### src/rtl/mem_port_arbiter_pkg.sv
// Shared definitions for the mem port arbiter.
//   - arb_state_t : arbiter FSM encoding (IDLE -> OWN -> RELEASE -> IDLE)
//   - REQ_*       : requester slot assignment on the shared mem port
//   - ARB_WORD_WIDTH : default address/data width of the mem port
package mem_port_arbiter_pkg;

  localparam int ARB_WORD_WIDTH = 16;

  // Requester slots: random generator, winnerPolicy, Q-value update engine.
  localparam int REQ_RNG = 0;
  localparam int REQ_WP  = 1;
  localparam int REQ_UPD = 2;

  typedef enum logic [1:0] {
    ST_IDLE    = 2'd0,
    ST_OWN     = 2'd1,
    ST_RELEASE = 2'd2
  } arb_state_t;

endpackage

### src/rtl/mem_port_arbiter_rr_pick.sv
// rr_pick: combinational round-robin priority picker.
// Returns the first asserted request at or after the pointer, wrapping
// cyclically.
//   i_req  : request vector
//   i_ptr  : highest-priority index for this pick
//   o_gnt  : one-hot winner (zero when no request)
//   o_idx  : binary index of the winner (zero when no request)
//   o_any  : at least one request present
module rr_pick
  import mem_port_arbiter_pkg::*;
#(
  parameter int NUM_REQ = 3,
  parameter int IDX_W   = $clog2(NUM_REQ)
) (
  input  logic [NUM_REQ-1:0] i_req,
  input  logic [IDX_W-1:0]   i_ptr,
  output logic [NUM_REQ-1:0] o_gnt,
  output logic [IDX_W-1:0]   o_idx,
  output logic               o_any
);

  always_comb begin : p_pick
    logic             found;
    logic [IDX_W-1:0] cand;
    found = 1'b0;
    cand  = '0;
    o_gnt = '0;
    o_idx = '0;
    for (int k = 0; k < NUM_REQ; k++) begin
      cand = IDX_W'((int'(i_ptr) + k) % NUM_REQ);
      if (!found && i_req[cand]) begin
        found       = 1'b1;
        o_gnt[cand] = 1'b1;
        o_idx       = cand;
      end
    end
    o_any = found;
  end

endmodule

### src/rtl/mem_port_arbiter.sv
// mem_port_arbiter: shares the single-port mem between NUM_REQ masters with
// round-robin arbitration, burst locking and a hold-time limit.
//   clock, nreset            : clock (rising edge), async active-low reset
//   req / lock / wr_en_in    : per-master request, burst lock, write enable
//   addr_in / wdata_in       : per-master address / write data, master i at [i*W +: W]
//   gnt                      : registered one-hot grant
//   rvalid                   : per-master read-data strobe, RD_LAT after a read access
//   busy                     : a grant is held
//   mem_address/mem_wr_en/mem_data_in : mem port, driven from the grantee
module mem_port_arbiter
  import mem_port_arbiter_pkg::*;
#(
  parameter int NUM_REQ    = 3,
  parameter int WORD_WIDTH = ARB_WORD_WIDTH,
  parameter int MAX_HOLD   = 8,
  parameter int RD_LAT     = 1
) (
  input  logic                          clock,
  input  logic                          nreset,
  input  logic [NUM_REQ-1:0]            req,
  input  logic [NUM_REQ-1:0]            lock,
  input  logic [NUM_REQ*WORD_WIDTH-1:0] addr_in,
  input  logic [NUM_REQ-1:0]            wr_en_in,
  input  logic [NUM_REQ*WORD_WIDTH-1:0] wdata_in,
  output logic [NUM_REQ-1:0]            gnt,
  output logic [NUM_REQ-1:0]            rvalid,
  output logic                          busy,
  output logic [WORD_WIDTH-1:0]         mem_address,
  output logic                          mem_wr_en,
  output logic [WORD_WIDTH-1:0]         mem_data_in
);

  localparam int IDX_W  = $clog2(NUM_REQ);
  localparam int HOLD_W = $clog2(MAX_HOLD + 1);

  arb_state_t                      r_state;
  logic [NUM_REQ-1:0]              r_gnt;
  logic [IDX_W-1:0]                r_gidx;
  logic [IDX_W-1:0]                r_rr_ptr;
  logic [HOLD_W-1:0]               r_hold_cnt;
  logic [RD_LAT-1:0]               r_rv_vld;
  logic [RD_LAT-1:0][IDX_W-1:0]    r_rv_idx;

  arb_state_t                      w_state_nxt;
  logic [NUM_REQ-1:0]              w_gnt_nxt;
  logic [IDX_W-1:0]                w_gidx_nxt;
  logic [IDX_W-1:0]                w_ptr_nxt;
  logic [HOLD_W-1:0]               w_hold_nxt;

  logic [NUM_REQ-1:0]              w_pick_gnt;
  logic [IDX_W-1:0]                w_pick_idx;
  logic                            w_pick_any;

  logic                            w_g_req;
  logic                            w_g_lock;
  logic                            w_g_wr;
  logic                            w_other_req;
  logic                            w_rd_acc;
  logic [HOLD_W-1:0]               w_hold_inc;
  logic [IDX_W-1:0]                w_ptr_after;
  logic [WORD_WIDTH-1:0]           w_addr;
  logic [WORD_WIDTH-1:0]           w_wdata;

  rr_pick #(
    .NUM_REQ (NUM_REQ),
    .IDX_W   (IDX_W)
  ) u_rr_pick (
    .i_req (req),
    .i_ptr (r_rr_ptr),
    .o_gnt (w_pick_gnt),
    .o_idx (w_pick_idx),
    .o_any (w_pick_any)
  );

  // The grant is one-hot, so masking by it selects the grantee's signals.
  assign w_g_req     = |(r_gnt & req);
  assign w_g_lock    = |(r_gnt & lock);
  assign w_g_wr      = |(r_gnt & wr_en_in);
  assign w_other_req = |(req & ~r_gnt);
  assign w_rd_acc    = w_g_req & ~w_g_wr;

  assign w_hold_inc  = (r_hold_cnt == HOLD_W'(MAX_HOLD)) ? r_hold_cnt
                                                        : r_hold_cnt + HOLD_W'(1);
  assign w_ptr_after = (r_gidx == IDX_W'(NUM_REQ - 1)) ? '0 : r_gidx + IDX_W'(1);

  // mem port mux; all zero when nobody holds the grant.
  always_comb begin
    w_addr  = '0;
    w_wdata = '0;
    for (int i = 0; i < NUM_REQ; i++) begin
      if (r_gnt[i]) begin
        w_addr  = addr_in[i*WORD_WIDTH +: WORD_WIDTH];
        w_wdata = wdata_in[i*WORD_WIDTH +: WORD_WIDTH];
      end
    end
  end

  always_comb begin
    w_state_nxt = r_state;
    w_gnt_nxt   = r_gnt;
    w_gidx_nxt  = r_gidx;
    w_ptr_nxt   = r_rr_ptr;
    w_hold_nxt  = r_hold_cnt;
    case (r_state)
      ST_IDLE: begin
        if (w_pick_any) begin
          w_state_nxt = ST_OWN;
          w_gnt_nxt   = w_pick_gnt;
          w_gidx_nxt  = w_pick_idx;
        end
      end
      ST_OWN: begin
        // Pre-emption fires on the access that brings the count to MAX_HOLD,
        // so an unlocked owner gets exactly MAX_HOLD accesses while others wait.
        if (!w_g_req ||
            ((w_hold_inc == HOLD_W'(MAX_HOLD)) && !w_g_lock && w_other_req)) begin
          w_state_nxt = ST_RELEASE;
          w_gnt_nxt   = '0;
          w_ptr_nxt   = w_ptr_after;
          w_hold_nxt  = '0;
        end else begin
          w_hold_nxt  = w_hold_inc;
        end
      end
      ST_RELEASE: begin
        w_state_nxt = ST_IDLE;
      end
      default: begin
        w_state_nxt = ST_IDLE;
        w_gnt_nxt   = '0;
        w_hold_nxt  = '0;
      end
    endcase
  end

  always_ff @(posedge clock or negedge nreset) begin
    if (!nreset) begin
      r_state    <= ST_IDLE;
      r_gnt      <= '0;
      r_gidx     <= '0;
      r_rr_ptr   <= '0;
      r_hold_cnt <= '0;
    end else begin
      r_state    <= w_state_nxt;
      r_gnt      <= w_gnt_nxt;
      r_gidx     <= w_gidx_nxt;
      r_rr_ptr   <= w_ptr_nxt;
      r_hold_cnt <= w_hold_nxt;
    end
  end

  // Read-return pipeline carries the requester index, so a read issued in the
  // last OWN cycle still returns to its owner after the grant is gone.
  always_ff @(posedge clock or negedge nreset) begin
    if (!nreset) begin
      r_rv_vld <= '0;
      r_rv_idx <= '0;
    end else begin
      r_rv_vld[0] <= w_rd_acc;
      r_rv_idx[0] <= r_gidx;
      for (int i = 1; i < RD_LAT; i++) begin
        r_rv_vld[i] <= r_rv_vld[i-1];
        r_rv_idx[i] <= r_rv_idx[i-1];
      end
    end
  end

  always_comb begin
    rvalid = '0;
    if (r_rv_vld[RD_LAT-1]) begin
      rvalid[r_rv_idx[RD_LAT-1]] = 1'b1;
    end
  end

  assign gnt         = r_gnt;
  assign busy        = (r_state == ST_OWN);
  assign mem_address = w_addr;
  assign mem_data_in = w_wdata;
  assign mem_wr_en   = w_g_req & w_g_wr;

endmodule

### config.mk
export PLATFORM = sky130hd
export DESIGN_NAME = mem_port_arbiter
export DESIGN_NICKNAME = d
export VERILOG_FILES = /design/src/rtl/mem_port_arbiter_pkg.sv /design/src/rtl/mem_port_arbiter_rr_pick.sv /design/src/rtl/mem_port_arbiter.sv
export SDC_FILE = /design/constraint.sdc
export NUM_CORES = 1
export LEC_CHECK = 0
export BUFFER_PORTS_ARGS = -buffer_cell sky130_fd_sc_hd__buf_4
export CAP_MARGIN = 20
export CORE_MARGIN = 8
export CORE_UTILIZATION = 39
export DETAILED_ROUTE_END_ITERATION = 12
export HOLD_SLACK_MARGIN = 0.12
export PLACE_DENSITY = 0.82
export SLEW_MARGIN = 20
export SYNTH_ARGS = -nofsm -noshare
export SYNTH_HDL_FRONTEND = slang
export SYNTH_SLANG_ARGS = --single-unit
### constraint.sdc
create_clock -name clock -period 2.6 [get_ports clock]
set_clock_uncertainty 0.2 [all_clocks]
set_input_delay 0.13 -clock clock [delete_from_list [all_inputs] [get_ports clock]]
set_output_delay 0.13 -clock clock [all_outputs]
set_load 0.02 [all_outputs]
==> summary.txt <==
Detailed routing
  • Drt via density: 5.307
  • DRC Markers: 0
  • DR pass1 iterations: 4
  • Initial DRC Count: roughly 150
  • WL/cell: 16.96 um
  • DR vias: 2,245
  • Routed Antenna Nets: 0
  • Routed WL: 7173 um

Floorplanning
  • Row cnt: 24
  • I/O pins: 147
  • Die Height: 82.42 um
  • Die footprint: around 0.0068 mm^2
  • CORE AREA: 0.004294 mm^2
  • Die Wd: 82.42 um
  • Initial core utilization: about 40%

Place
  • IO Port Bufs: 146
  • Placed Instance Area: 0.002831 mm^2
  • RePlAce Congestion: around 0.83
  • Dpl hpwl: slightly below 6000 um
  • Setup slack at placement: 219.8 ps
  • Cell count after placement: 415

Layout
  • Layout Cell Area excl Fill: 0.002917 mm^2
  • Layout fillers: 374
  • # diodes: 0
  • Syn-to-layout area delta: 69.53%
  • Most frequent cells in the layout: buf_4 (150), nand2_1 (44), o21ai_0 (37)
  • Commonest non-fill, non-tap cell in the layout: buf_4
  • Nets: 485
  • Share of cells above drive strength 1: 44.47%
  • Non-Filler Instances: 423

Synth
  • Cell variety after synth: 44
  • Synth Net Count: roughly 350
  • Avg Inst Size Synth: 7.416 um^2
  • Synth Cell Area: 0.001720 mm^2
  • Synth Register Bits: 16
  • Syn. warnings: 0
  • Sequential area share after synthesis: about a quarter
  • Cells after synthesis: 232

Job
  • Max Cap Viol: 0

Global routing
  • First-pass GRT wire length: 10,610 um
  • Vias in the first global route: around 2,200
  • Tot GR Track Use: between 15 and 20%
  • Initial antenna violation count: 0
  • Total grt overflow: 0
  • Largest net degree at the start of global routing: 57

Pwr
  • Switching part of the total: between 40% and 50%
  • Design Power: 2.407 mW
  • Switch Pwr: around 1.2 mW
  • Clock Power Share: 8.1%
  • Max VDD drop: about 0.00045 V
  • Internal power: 1.242 mW
  • Leak: 1.407 nW
  • Logic pwr share: 73.8%
  • Power density cells: 825.1 mW/mm^2
  • Seq pwr share: 18.1%

Critical path
  • Startpoint type of the worst setup path: flop
  • Critical-path maximum fanout: 9
  • Arr. time, crit path: 2330 ps
  • Slowest library cell on the worst path: ha_1
  • CP endpoint kind: flop
  • Critical path cell sequence: inv_1, ha_1, mux2i_1, o22a_1, a31oi_1, and2b_1, mux2_2
  • Worst Path Required: 2540 ps
  • Worst setup path class: reg -> reg
  • CP max stage delay: 420 ps

Clock tree
  • TritonCTS Buffers: 3
  • TritonCTS clock tree: yes
  • CTS sink cnt: 16
  • Root Buffer: clkbuf_8
  • CTS H-tree depth: 1
  • Clock-pin slew on the worst setup and hold paths: about 70 ps
  • Insertion delay of the later-clocked pin in the worst-skew pair: 250 ps
  • Max Root-Sink Buffers: 2
  • Postcts setup bufs: 0
  • Hold Buf Count CTS: 4
  • Post-CTS resize count: 0

Timing
  • Slew @ Worst Pin: 758.2 ps
  • Final hold viol count: 0
  • Final setup violation count: 0
  • Worst Setup Slack, final: ~200 ps
  • Setup_tns: 0 ps
  • Max_slew headroom: 49.29%
  • Final worst path period share: between 90% and 100%
  • Max Slew Vio Count: 0
  • Highest Clock Rate: 416.8 MHz
  • RSZ-0062 raised after global routing: no
  • Post-layout min period: 2399 ps

Hold path
  • Worst Hold Class: in -> reg

Run status
  • Status: completed
## worst paths after layout
path                             start     endpoint  slack [ps]  cells after the start
min in group asynchronous       nreset   r_state[1]         830                      3
max in group asynchronous       nreset       gnt[2]         850                      3
setup / recovery           r_rr_ptr[0]    r_gidx[0]         200                      7
setup reg to reg           r_rr_ptr[0]    r_gidx[0]         200                      7
hold / removal                  req[2]    r_gidx[1]         200                      4
hold reg to reg              r_gidx[1]  r_rv_idx[1]         250                      0
## metrics by stage
stage,hold slack [ps],utilization [%]
2_1_floorplan,-365.6,-
3_3_place_gp,-201.6,65.94
3_5_place_dp,-195.3,65.94
4_1_cts,194.0,67.92
5_1_grt,218.9,67.92
6_report,202.7,67.92
## area by class of cell
type                            count  area (um^2)  area share, %
Inverter                            8        30.03          1.030
Multi-Input combinational cell    189         1209          41.44
Timing Repair Buffer              154         1166          39.98
Sequential cell                    16        401.6          13.77
Tap cell                           52        65.06          2.231
Clock buffer                        4        45.04          1.544
## flip-flops by register name, indices dropped and copies added (netlist names)
register,cells
r_state,2
r_gidx,2
r_rv_idx,2
gnt,3
r_hold_cnt,4
r_rv_vld,1
r_rr_ptr,2
## power groups by stage
| stage | sequential (mW) | clock (mW) | combinational (mW) |
|---|---|---|---|
| 2_1_floorplan | 0.399 | 0 | 1.14 |
| 3_3_place_gp | 0.435 | 0 | 1.73 |
| 3_5_place_dp | 0.441 | 0 | 1.76 |
| 4_1_cts | 0.434 | 0.198 | 1.78 |
| 5_1_grt | 0.453 | 0.213 | 1.92 |
| 6_report | 0.436 | 0.194 | 1.78 |
## Yosys cell counts, drive strengths merged
master  number  area [um^2]
a211o        1        8.760
a211oi       2        27.53
a21o         2        15.01
a21oi        2        10.01
a221o        1        10.01
a222oi       2        20.02
a22oi       34        255.2
a311oi       1        8.760
a31oi        1        6.260
a32o         1        10.01
and2b        3        23.77
and3b        2        17.52
buf          5        31.28
clkbuf      14        52.55
dfrtp       16        400.4
ha           6        75.07
inv          8        30.03
mux2         4        48.79
mux2i        4        40.04
nand2       44        165.2
nand2b       3        18.77
nand3        3        15.01
nand3b       2        15.01
nor2         6        22.52
nor2b        5        31.28
nor3         2        10.01
nor3b        2        15.01
nor4b        1        8.760
o211ai       2        15.01
o21a         2        15.01
o21ai       38        193.9
o22a         1        8.760
o22ai        4        25.02
o311ai       1        16.27
o31ai        1        7.510
or2          2        12.51
or2b         1        7.510
xnor2        2        17.52
xor2         1        8.760
## routing by layer
layer / routed length (um) / up-vias / global-route usage, %
li1: - / 1131 / -
met1: 2702 / 1011 / 24.08
met2: 3630 / 95 / 31.79
met3: 735 / 8 / 6.926
met4: 105 / 0 / 3.158
met5: 0 / - / 0
## worst max-delay path: cells and delay by family, from the launching register on
| kind | cells | cell delay (ps) |
|---|---|---|
| mux | 2 | 520 |
| compound gates | 2 | 450 |
| fa+ha+maj | 1 | 420 |
| flops | 1 | 400 |
| simple gates | 1 | 230 |
| buf+inv | 1 | 80 |
## cells by family (layout without fill, tap and decap cells)
| logic type | after synthesis | count (layout) | synth area share (%) |
|---|---|---|---|
| compound gates | 96 | 96 | 37.96 |
| buf+inv | 27 | 166 | 6.618 |
| simple gates | 76 | 76 | 21.09 |
| xor+xnor | 3 | 3 | 1.528 |
| fa+ha+maj | 6 | 6 | 4.364 |
| flops | 16 | 16 | 23.27 |
| mux | 8 | 8 | 5.163 |
No activity file was read; power rests on OpenSTA's default activity.
